[config.mk]
export PLATFORM = sky130hd
export DESIGN_NAME = instr_sequencer
export DESIGN_NICKNAME = d
export VERILOG_FILES = /design/src/rtl/seq_pkg.sv /design/src/rtl/seq_alu.sv /design/src/rtl/instr_sequencer.sv
export SDC_FILE = /design/constraint.sdc
export NUM_CORES = 1
export LEC_CHECK = 0
export CELL_PAD_IN_SITES_DETAIL_PLACEMENT = 1
export CELL_PAD_IN_SITES_GLOBAL_PLACEMENT = 1
export CORE_ASPECT_RATIO = 1.1
export CORE_UTILIZATION = 28
export DETAILED_ROUTE_END_ITERATION = 12
export PLACE_DENSITY_LB_ADDON = 0.12
export SLEW_MARGIN = 5
export SYNTH_ARGS = -nofsm -noshare
export SYNTH_HDL_FRONTEND = slang
export SYNTH_SLANG_ARGS = --single-unit
[constraint.sdc]
create_clock -name clk -period 5.7 [get_ports clk]
set_input_delay 1.14 -clock clk [delete_from_list [all_inputs] [get_ports clk]]
set_output_delay 1.14 -clock clk [all_outputs]
set_load 0.02 [all_outputs]
[src/rtl/seq_pkg.sv]
// Shared types and constants for the instruction sequencer: opcode and FSM
// state enums, instruction field positions and flag bit indices.
package seq_pkg;

    localparam int OP_HI  = 31;
    localparam int OP_LO  = 28;
    localparam int RS_HI  = 27;
    localparam int RS_LO  = 24;
    localparam int RT_HI  = 23;
    localparam int RT_LO  = 20;
    localparam int RD_HI  = 19;
    localparam int RD_LO  = 16;
    localparam int IMM_HI = 15;
    localparam int IMM_LO = 0;

    // Bit positions of the flags output, packed as {Z, N, C, V}
    localparam int FLAG_Z = 3;
    localparam int FLAG_N = 2;
    localparam int FLAG_C = 1;
    localparam int FLAG_V = 0;

    typedef enum logic [3:0] {
        OP_ADD  = 4'd0,
        OP_SUB  = 4'd1,
        OP_AND  = 4'd2,
        OP_OR   = 4'd3,
        OP_XOR  = 4'd4,
        OP_SLL  = 4'd5,
        OP_SRL  = 4'd6,
        OP_SRA  = 4'd7,
        OP_ADDI = 4'd8,
        OP_SLT  = 4'd9,
        OP_NOT  = 4'd10,
        OP_LUI  = 4'd11,
        OP_NOP  = 4'd15
    } opcode_e;

    typedef enum logic [1:0] {
        S_IDLE = 2'd0,
        S_READ = 2'd1,
        S_EXEC = 2'd2,
        S_WB   = 2'd3
    } state_e;

endpackage

[src/rtl/seq_alu.sv]
// Combinational ALU for the sequencer. Add, sub and addi share one 33-bit
// adder so carry and overflow come from a single sum.
module seq_alu
    import seq_pkg::*;
(
    input  opcode_e     op,
    input  logic [31:0] a,
    input  logic [31:0] b,
    input  logic [15:0] imm,
    output logic [31:0] result,
    output logic        c,
    output logic        v,
    output logic        illegal
);

    logic [31:0] addend;
    logic [32:0] sum;

    // SUB folds into the adder as a + ~b + 1, so C=1 means no borrow
    always_comb begin
        addend = b;
        if (op == OP_SUB) begin
            addend = ~b;
        end else if (op == OP_ADDI) begin
            addend = {{16{imm[15]}}, imm};
        end
        sum = {1'b0, a} + {1'b0, addend} + {32'd0, (op == OP_SUB)};
    end

    always_comb begin
        result  = 32'd0;
        c       = 1'b0;
        v       = 1'b0;
        illegal = 1'b0;
        case (op)
            OP_ADD, OP_SUB, OP_ADDI: begin
                result = sum[31:0];
                c      = sum[32];
                v      = (a[31] == addend[31]) && (sum[31] != a[31]);
            end
            OP_AND:  result = a & b;
            OP_OR:   result = a | b;
            OP_XOR:  result = a ^ b;
            OP_SLL:  result = a << b[4:0];
            OP_SRL:  result = a >> b[4:0];
            OP_SRA:  result = $unsigned($signed(a) >>> b[4:0]);
            OP_SLT:  result = {31'd0, ($signed(a) < $signed(b))};
            OP_NOT:  result = ~a;
            OP_LUI:  result = {imm, 16'd0};
            OP_NOP:  result = 32'd0;
            default: illegal = 1'b1;
        endcase
    end

endmodule

[src/rtl/instr_sequencer.sv]
// Four-state execute sequencer driving the 16x32 register bank.
// Optional flags register enabled by defining INSTR_SEQUENCER_FLAGS_EN.
module instr_sequencer
    import seq_pkg::*;
#(
    parameter int WIDTH = 32,
    parameter int RADDR = 4
) (
    input  logic             clk,
    input  logic             rst,
    input  logic             instr_valid,
    input  logic [31:0]      instr,
    output logic             instr_ready,
    input  logic [WIDTH-1:0] a,
    input  logic [WIDTH-1:0] b,
    output logic             rd1,
    output logic             rd2,
    output logic [RADDR-1:0] src1,
    output logic [RADDR-1:0] src2,
    output logic [RADDR-1:0] dest,
    output logic             wr,
    output logic [WIDTH-1:0] z,
    output logic             busy,
    output logic             err,
    output logic [3:0]       flags,
    output state_e           dbg_state
);

    // Handshake: an instruction transfers on a posedge where instr_valid and
    // instr_ready are both high; instr_ready is high only in IDLE.
    state_e           state_q, state_d;
    logic [31:0]      ir_q, ir_d;
    logic [WIDTH-1:0] z_q, z_d;
    logic             err_q, err_d;

    opcode_e          ir_op;
    logic [31:0]      alu_result;
    logic             alu_c, alu_v, alu_illegal;

    assign ir_op = opcode_e'(ir_q[OP_HI:OP_LO]);

    seq_alu u_alu (
        .op      (ir_op),
        .a       (a),
        .b       (b),
        .imm     (ir_q[IMM_HI:IMM_LO]),
        .result  (alu_result),
        .c       (alu_c),
        .v       (alu_v),
        .illegal (alu_illegal)
    );

    always_ff @(posedge clk or posedge rst) begin
        if (rst) begin
            state_q <= S_IDLE;
            ir_q    <= 32'd0;
            z_q     <= '0;
            err_q   <= 1'b0;
        end else begin
            state_q <= state_d;
            ir_q    <= ir_d;
            z_q     <= z_d;
            err_q   <= err_d;
        end
    end

    always_comb begin
        state_d = state_q;
        ir_d    = ir_q;
        z_d     = z_q;
        err_d   = err_q;
        case (state_q)
            S_IDLE: begin
                if (instr_valid) begin
                    ir_d    = instr;
                    err_d   = 1'b0;
                    state_d = S_READ;
                end
            end
            S_READ: state_d = S_EXEC;
            S_EXEC: begin
                z_d = alu_result;
                if (alu_illegal) begin
                    err_d   = 1'b1;
                    state_d = S_IDLE;
                end else begin
                    state_d = S_WB;
                end
            end
            default: state_d = S_IDLE;
        endcase
    end

    // Controls decode straight from the reset-cleared state so rst drops them at once
    assign instr_ready = (state_q == S_IDLE);
    assign busy        = (state_q != S_IDLE);
    assign rd1         = (state_q == S_READ);
    assign rd2         = (state_q == S_READ);
    assign src1        = ir_q[RS_HI:RS_LO];
    assign src2        = ir_q[RT_HI:RT_LO];
    assign dest        = ir_q[RD_HI:RD_LO];
    assign wr          = (state_q == S_WB) && (dest != '0) && (ir_op != OP_NOP);
    assign z           = z_q;
    assign err         = err_q;
    assign dbg_state   = state_q;

`ifdef INSTR_SEQUENCER_FLAGS_EN
    logic [3:0] flags_q, flags_d;
    logic       res_zero;

    assign res_zero = (alu_result == 32'd0);

    always_comb begin
        flags_d = flags_q;
        if (state_q == S_EXEC && !alu_illegal) begin
            case (ir_op)
                OP_ADD, OP_SUB, OP_ADDI: begin
                    flags_d[FLAG_Z] = res_zero;
                    flags_d[FLAG_N] = alu_result[31];
                    flags_d[FLAG_C] = alu_c;
                    flags_d[FLAG_V] = alu_v;
                end
                OP_AND, OP_OR, OP_XOR, OP_NOT: begin
                    flags_d[FLAG_Z] = res_zero;
                    flags_d[FLAG_N] = alu_result[31];
                    flags_d[FLAG_C] = 1'b0;
                    flags_d[FLAG_V] = 1'b0;
                end
                default: flags_d = flags_q;
            endcase
        end
    end

    always_ff @(posedge clk or posedge rst) begin
        if (rst) begin
            flags_q <= 4'd0;
        end else begin
            flags_q <= flags_d;
        end
    end

    assign flags = flags_q;
`else
    logic unused_alu_cv;
    assign unused_alu_cv = alu_c ^ alu_v;
    assign flags         = 4'd0;
`endif

endmodule
==> impl_metrics.yaml, run 1 <==
power:
  worst_ir_drop_vdd_mv: 0.305
  power_density_mw_per_mm2: 423
  leakagePower_nw: 5.82
global_routing:
  antenna_violations_before_repair: 2
  grt.total_usage_pct: 27.5
  grt_max_degree: 86
  grt-ovfl-total: 0
  grt_first_pass_wirelength_um: 83900
  first_global_vias: 12500
sta:
  post-route-period-util_pct: 83.7
  finClkSkew_ps: 16.8
  slew_headroom_pct: 29.2
  min_period_ps: 4770
  finalWorstSetupSlack_ps: 928
  unrepaired_setup_endpoints_after_global_routing: "false"
  setup_viol: 0
  totalNegativeSetupSlack_ps: 0
  max_freq_mhz: 210
  slew_violations: 0
  max_slew.worst_pin.slew_ps: 1060
  final-hold-violation-count: 0
clock_tree:
  clock_tree.htree_level_count: 3
  postCtsSetupRepairBufs: 0
  ctsResizeCount: 0
  clk_pin_slew_worst_paths_ps: 60
  clockRootBuffer: "sky130_fd_sc_hd__clkbuf_16"
  worstSkewPairLatency_ps: 360
  max-clock-path-buffers: 2
  tritoncts: "done"
  cts_made_buffers: 9
  holdBufCountCts: 0
  tritoncts_num_sinks: 67
detailed_routing:
  detailedRoute.firstPassIterationCount: 5
  post_drt_via_cell_ratio: 5.77
  wl_per_cell_um: 27.0
  antenna_violation_net_count_after_detailed_routing: 0
  drt_iter0_markers: 853
  drc: 0
  finalWirelength_um: 57100
  vias: 12200
cells_and_area:
  fillCellCount: 4871
  layout.area.seq_mm2: 0.00168
  num-nets-final: 1826
  antennaDiodeCount: 0
  p_r_area_growth_vs_syn_pct: 18.7
  final_layout_size_suffix_gt1_share_pct: 9.11
  multi_input_comb_area_mm2: 0.00871
place:
  gp_routability_congestion: 0.926
  dpl_worst_slack_ps: 778
  dp_hpwl_um: 45200
  io_buffer_count: 150
yosys:
  netlist_instances: 1512
  synth_edf_count: 0
  synth_ff_type: "sky130_fd_sc_hd__dfrtp_1"
  synth-warning-count: 0
  postSynthRegisterBits: 67
  synth_sequential_area_ratio_pct: 14.8
  post_synthesis_mean_instance_area_um2: 7.51
  synth.lib_cells_used.distinct: 88
  asyncSetResetFlopFracSynth_pct: 100
  mappedNetlistArea_mm2: 0.0113
die:
  initial_core_util_pct: 28.3
  floorplan.core_area_mm2: 0.0401
  floorplan.die_area_mm2: 0.0413
  design.portCount: 155
  floorplan.die.height_um: 213
  fp.dieW_um: 194
  core.rowCount: 77
worst_setup_path:
  worstPathRequired_ps: 5940
  start_kind: "flip-flop"
  crit_family: "compound AO/OA/AOI/OAI gates"
  max_stage_delay_ps: 620
  critical-path-slowest-cell: "sky130_fd_sc_hd__a21oi_2"
  worstPathArrival_ps: 5010
  cp_cell_sequence: "and2b_1 -> a21oi_2 -> a221oi_1 -> fa_1 -> fa_1 -> nand2b_1 -> a21oi_2 -> o31a_1 -> a31oi_2 -> a2111oi_2 -> nor2_1 -> xor2_1 -> o22ai_1 -> o221a_2"
  worst-path-buf-inv: 0
  timing.critical_path.to_type: "flip-flop"
  criticalPathCategory: "reg2reg"
  critPathMaxFanout: 11
run:
  cap_viol_max_count: 0
hold_path:
  holdCritPathClass: "reg2reg"
status:
  run_status: "finished, final reports clean"
==> cell usage in the layout (no fill, tap or decap), drive strengths merged, types with 30 or more instances in the layout <==
cell type / instances
a21oi: 128
buf: 46
clkdlybuf4s50: 145
dfrtp: 67
ha: 127
inv: 88
mux2: 30
mux2i: 57
nand2: 240
nor2: 149
o211ai: 34
o21ai: 105
==> synth_stat cells, types with 6 or more instances <==
library cell                number  area (µm²)
sky130_fd_sc_hd__mux2_2         28         315
sky130_fd_sc_hd__a31oi_1         9        56.3
sky130_fd_sc_hd__mux2i_1        57         571
sky130_fd_sc_hd__clkbuf_1       56         210
sky130_fd_sc_hd__nand3_1        18        90.1
sky130_fd_sc_hd__nand2_1       240         901
sky130_fd_sc_hd__a211oi_1       20         150
sky130_fd_sc_hd__nor3_1         14        70.1
sky130_fd_sc_hd__a21o_1         14         105
sky130_fd_sc_hd__o31a_1          6        52.6
sky130_fd_sc_hd__nand4_1         6        37.5
sky130_fd_sc_hd__dfrtp_1        67        1680
sky130_fd_sc_hd__o2111ai_1       8        70.1
sky130_fd_sc_hd__o21bai_1       13        97.6
sky130_fd_sc_hd__nor2_1        148         556
sky130_fd_sc_hd__ha_1          127        1590
sky130_fd_sc_hd__o21ai_0        90         450
sky130_fd_sc_hd__inv_1          86         323
sky130_fd_sc_hd__a221o_1        21         210
sky130_fd_sc_hd__buf_4          19         143
sky130_fd_sc_hd__buf_2          21         105
sky130_fd_sc_hd__a22oi_1        10        75.1
sky130_fd_sc_hd__a21oi_1       127         636
sky130_fd_sc_hd__buf_6          12         135
sky130_fd_sc_hd__a221oi_1       23         201
sky130_fd_sc_hd__o31ai_1         7        52.6
sky130_fd_sc_hd__xnor2_1        21         184
sky130_fd_sc_hd__nor4_1         10        62.6
sky130_fd_sc_hd__o221ai_1        7        61.3
sky130_fd_sc_hd__o21ai_1        14        70.1
sky130_fd_sc_hd__xor2_1          8        70.1
sky130_fd_sc_hd__nand2b_1       15        93.8
sky130_fd_sc_hd__o211ai_1       33         248
sky130_fd_sc_hd__o22ai_1        23         144
sky130_fd_sc_hd__buf_1           9        33.8
sky130_fd_sc_hd__mux4_2         28         631
==> cell type report <==
class	count	share of cell area, %
clock buffers	10	1.77
multi-input cells	1240	64.7
flip-flops and latches	67	12.5
clock inverters	6	0.474
well taps	513	4.77
inverters	89	2.49
repair buffers	191	13.4
==> kinds of logic (layout without fill, tap and decap cells) <==
family / count (synthesis) / count (layout) / synth area share [%]
AND/OR/NAND/NOR: 483 / 483 / 18.0
AO/OA/AOI/OAI: 480 / 480 / 28.2
buffers and inverters: 208 / 296 / 8.73
adder cells (fa/ha/maj): 129 / 129 / 14.4
multiplexers: 115 / 115 / 13.6
flip-flops: 67 / 67 / 14.8
XOR/XNOR: 29 / 29 / 2.24
other: 1 / 4 / 0.0330
==> report_power, final <==
group / leakage [nW] / switching, mW / internal, mW / total (mW)
Clock: 0.145 / 0.252 / 0.351 / 0.604
Sequential: 0.827 / 0.308 / 0.705 / 1.01
Combinational: 4.85 / 2.54 / 1.54 / 4.08
Total: 5.82 / 3.10 / 2.60 / 5.70
==> layer usage <==
metal / vias up / part of all wire [%] / global-route usage (%)
met1: 6118 / 44 / 35.0
met4: 6 / 3.1 / 9.36
met2: 366 / 47 / 46.5
met3: 76 / 5.7 / 5.15
li1: 5650 / - / -
met5: - / 0.081 / 0
==> sequential cells by signal (all words and copies together), names as in the netlist <==
register	cells
z	32
ir_q	32
err	1
dbg_state	2
==> metrics by stage <==
step                power, mW  instance area [µm²]  hold slack (ps)  std cells  utilization, %
floorplan                3.46                11400              447       1515               -
global placement         5.03                13200              457       2100            32.8
detailed placement       5.07                13200              469       2100            32.8
CTS                      5.70                13500              489       2116            33.6
global route             6.08                13500              510       2116            33.6
finish                   5.70                13500              481       2116            33.6
==> path summary, 6_finish.rpt <==
check	from	end	slack (ps)	depth (start not counted)
setup reg to reg	ir_q[31]	z[26]	930	14
min in group asynchronous	rst	z[10]	1160	2
setup / recovery	ir_q[31]	z[26]	930	14
hold reg to reg	ir_q[27]	ir_q[27]	480	2
max in group asynchronous	rst	z[29]	3540	3
hold / removal	ir_q[27]	ir_q[27]	480	2
==> worst min-delay path, stage by stage (launching register included) <==
cell                      delay, ps
sky130_fd_sc_hd__dfrtp_1        350
sky130_fd_sc_hd__nand2_1         50
sky130_fd_sc_hd__nand2_1         50
(Power assumes the default switching activity.)
==> inputs of run 2 (changes only) <==
- clock period: 5.7 -> 4.42 ns (I/O delays scaled with it)
==> impl_metrics.yaml, run 2 (synthesis results as in run 1) <==
status:
  run_status: "finished, final reports clean"
detailed_routing:
  finalWirelength_um: 58000
  route.met2.wl_um: 27000
  drc: 0
  drt_iter0_markers: 842
  post_drt_via_cell_ratio: 5.73
  antenna_violation_net_count_after_detailed_routing: 0
  detailedRoute.firstPassIterationCount: 7
  dr.max_layer_used: "met4"
  vias: 12500
  wl_per_cell_um: 26.5
  dr_wl_met3_um: 2520
  wl_met1_um: 26600
place:
  dpl-instance-area_mm2: 0.0137
  gp_routability_congestion: 0.951
  io_buffer_count: 150
  dp_hpwl_um: 46600
  number_of_placed_instances_taps_included: 2173
clock_tree:
  holdBufCountCts: 0
  tritoncts_num_sinks: 67
  clockRootBuffer: "sky130_fd_sc_hd__clkbuf_16"
  clock_tree.htree_level_count: 3
  cts_made_buffers: 9
  clk_pin_slew_worst_paths_ps: 70
  tritoncts: "done"
  worstSkewPairLatency_ps: 360
  max-clock-path-buffers: 2
cells_and_area:
  final_cell_mix: "sky130_fd_sc_hd__nand2_1, sky130_fd_sc_hd__nor2_1, sky130_fd_sc_hd__clkdlybuf4s50_1"
  num-nets-final: 1899
  antennaDiodeCount: 0
  final_layout_size_suffix_gt1_share_pct: 13.1
  finish.instance_area_mm2: 0.0141
  mostFrequentLayoutCell: "sky130_fd_sc_hd__nand2_1"
  p_r_area_growth_vs_syn_pct: 24.0
  fillCellCount: 4925
  fin_util_pct: 35.1
  layoutNonFillerInstCount: 2189
global_routing:
  first_global_vias: 12900
  grt.total_usage_pct: 28.1
  grt_max_degree: 86
  grt_first_pass_wirelength_um: 86100
  antenna_violations_before_repair: 0
  grt-ovfl-total: 0
power:
  pwr-share-clk_pct: 11.0
  leakagePower_nw: 6.21
  worst_ir_drop_vdd_mv: 0.390
  power_density_mw_per_mm2: 544
  combPwrFrac_pct: 72.3
  switching_power_mw: 4.07
  internal_power_mw: 3.59
  p_seq_share_pct: 16.7
  swShare_pct: 53.1
sta:
  slew_violations: 0
  slew_headroom_pct: 29.9
  finClkSkew_ps: 18.0
  final-hold-violation-count: 0
  min_period_ps: 4190
  totalNegativeSetupSlack_ps: 0
  final.hold.worst_slack_ps: 479
  max_slew.worst_pin.slew_ps: 1050
  post-route-period-util_pct: 94.8
  setup_viol: 0
  unrepaired_setup_endpoints_after_global_routing: "false"
  max_freq_mhz: 239
worst_setup_path:
  criticalPathCategory: "reg2reg"
  timing.critical_path.to_type: "flip-flop"
  worstPathRequired_ps: 4660
  start_kind: "flip-flop"
  worstPathArrival_ps: 4430
  critPathMaxFanout: 13
die:
  floorplan.core_area_mm2: 0.0401
  floorplan.die_area_mm2: 0.0413
  fp.dieW_um: 194
  initial_core_util_pct: 28.3
  core.rowCount: 77
  floorplan.die.height_um: 213
  design.portCount: 155
run:
  cap_viol_max_count: 0
hold_path:
  holdCritPathClass: "reg2reg"
## run 2: cell count changes in the layout (fill, tap and decap cells not counted)
cell | previous run | this run
sky130_fd_sc_hd__clkinv_4 | 0 | 3
sky130_fd_sc_hd__clkinvlp_4 | 2 | 0
sky130_fd_sc_hd__bufinv_16 | 1 | 2
sky130_fd_sc_hd__buf_12 | 1 | 4
sky130_fd_sc_hd__buf_4 | 41 | 111
sky130_fd_sc_hd__clkinv_2 | 3 | 2
sky130_fd_sc_hd__nor2_1 | 148 | 147
sky130_fd_sc_hd__clkbuf_8 | 1 | 0
sky130_fd_sc_hd__nor2_2 | 1 | 2
## run 2: timing repair
item | 4_1_cts | 5_1_grt
gates resized for setup | 0 | 1
setup endpoints to repair | 0 | 1
setup buffers | 0 | 0
## run 2: final timing paths
kind                            startpoint        to  slack [ps]  depth (start not counted)
worst max-delay path              ir_q[30]     z[26]         230                         16
min in group asynchronous              rst     z[12]         970                          2
worst max register to register    ir_q[30]     z[26]         230                         16
worst min register to register    ir_q[24]  ir_q[24]         480                          2
max in group asynchronous              rst  ir_q[29]        2670                          3
worst min-delay path              ir_q[24]  ir_q[24]         480                          2
## run 2: power groups by stage
stage / clock network [mW] / logic [mW] / registers, mW
floorplan: 0 / 3.21 / 1.25
global placement: 0 / 5.44 / 1.29
detailed placement: 0 / 5.48 / 1.29
CTS: 0.860 / 5.52 / 1.28
global route: 0.877 / 6.00 / 1.30
finish: 0.843 / 5.54 / 1.28
## run 2: critical path, cell delays in order, from the launching register on
cell                        delay [ps]
sky130_fd_sc_hd__dfrtp_1           560
sky130_fd_sc_hd__nor3_2             80
sky130_fd_sc_hd__buf_4             160
sky130_fd_sc_hd__a21oi_2           180
sky130_fd_sc_hd__buf_12            180
sky130_fd_sc_hd__a221oi_1          150
sky130_fd_sc_hd__fa_1              470
sky130_fd_sc_hd__fa_1              430
sky130_fd_sc_hd__nand2b_1          200
sky130_fd_sc_hd__a21oi_2           180
sky130_fd_sc_hd__o31a_1            230
sky130_fd_sc_hd__a31oi_2           180
sky130_fd_sc_hd__a2111oi_2         410
sky130_fd_sc_hd__nor2_1            110
sky130_fd_sc_hd__xor2_1            180
sky130_fd_sc_hd__o22ai_1           110
sky130_fd_sc_hd__o221a_2           250
## run 2: per-stage QoR
step                worst slack (ps)  power (mW)
floorplan                        190        4.46
global placement                 127        6.73
detailed placement              73.6        6.77
CTS                              275        7.66
global route                    30.5        8.18
finish                           232        7.66
## run 2: final cells by class
| class | count | area [µm²] | area share, % |
|---|---|---|---|
| clock buffers | 9 | 225 | 1.60 |
| clock inverters | 7 | 100 | 0.711 |
| inverters | 89 | 335 | 2.38 |
| multi-input cells | 1240 | 8710 | 61.9 |
| flip-flops and latches | 67 | 1680 | 11.9 |
| well taps | 513 | 642 | 4.56 |
| repair buffers | 264 | 2380 | 16.9 |
## run 2: routing by layer
| metal | up-vias | GRT usage, % |
|---|---|---|
| li1 | 5798 | - |
| met1 | 6339 | 37.8 |
| met2 | 340 | 46.5 |
| met3 | 65 | 3.02 |
| met4 | 0 | 10.2 |
| met5 | - | 0 |
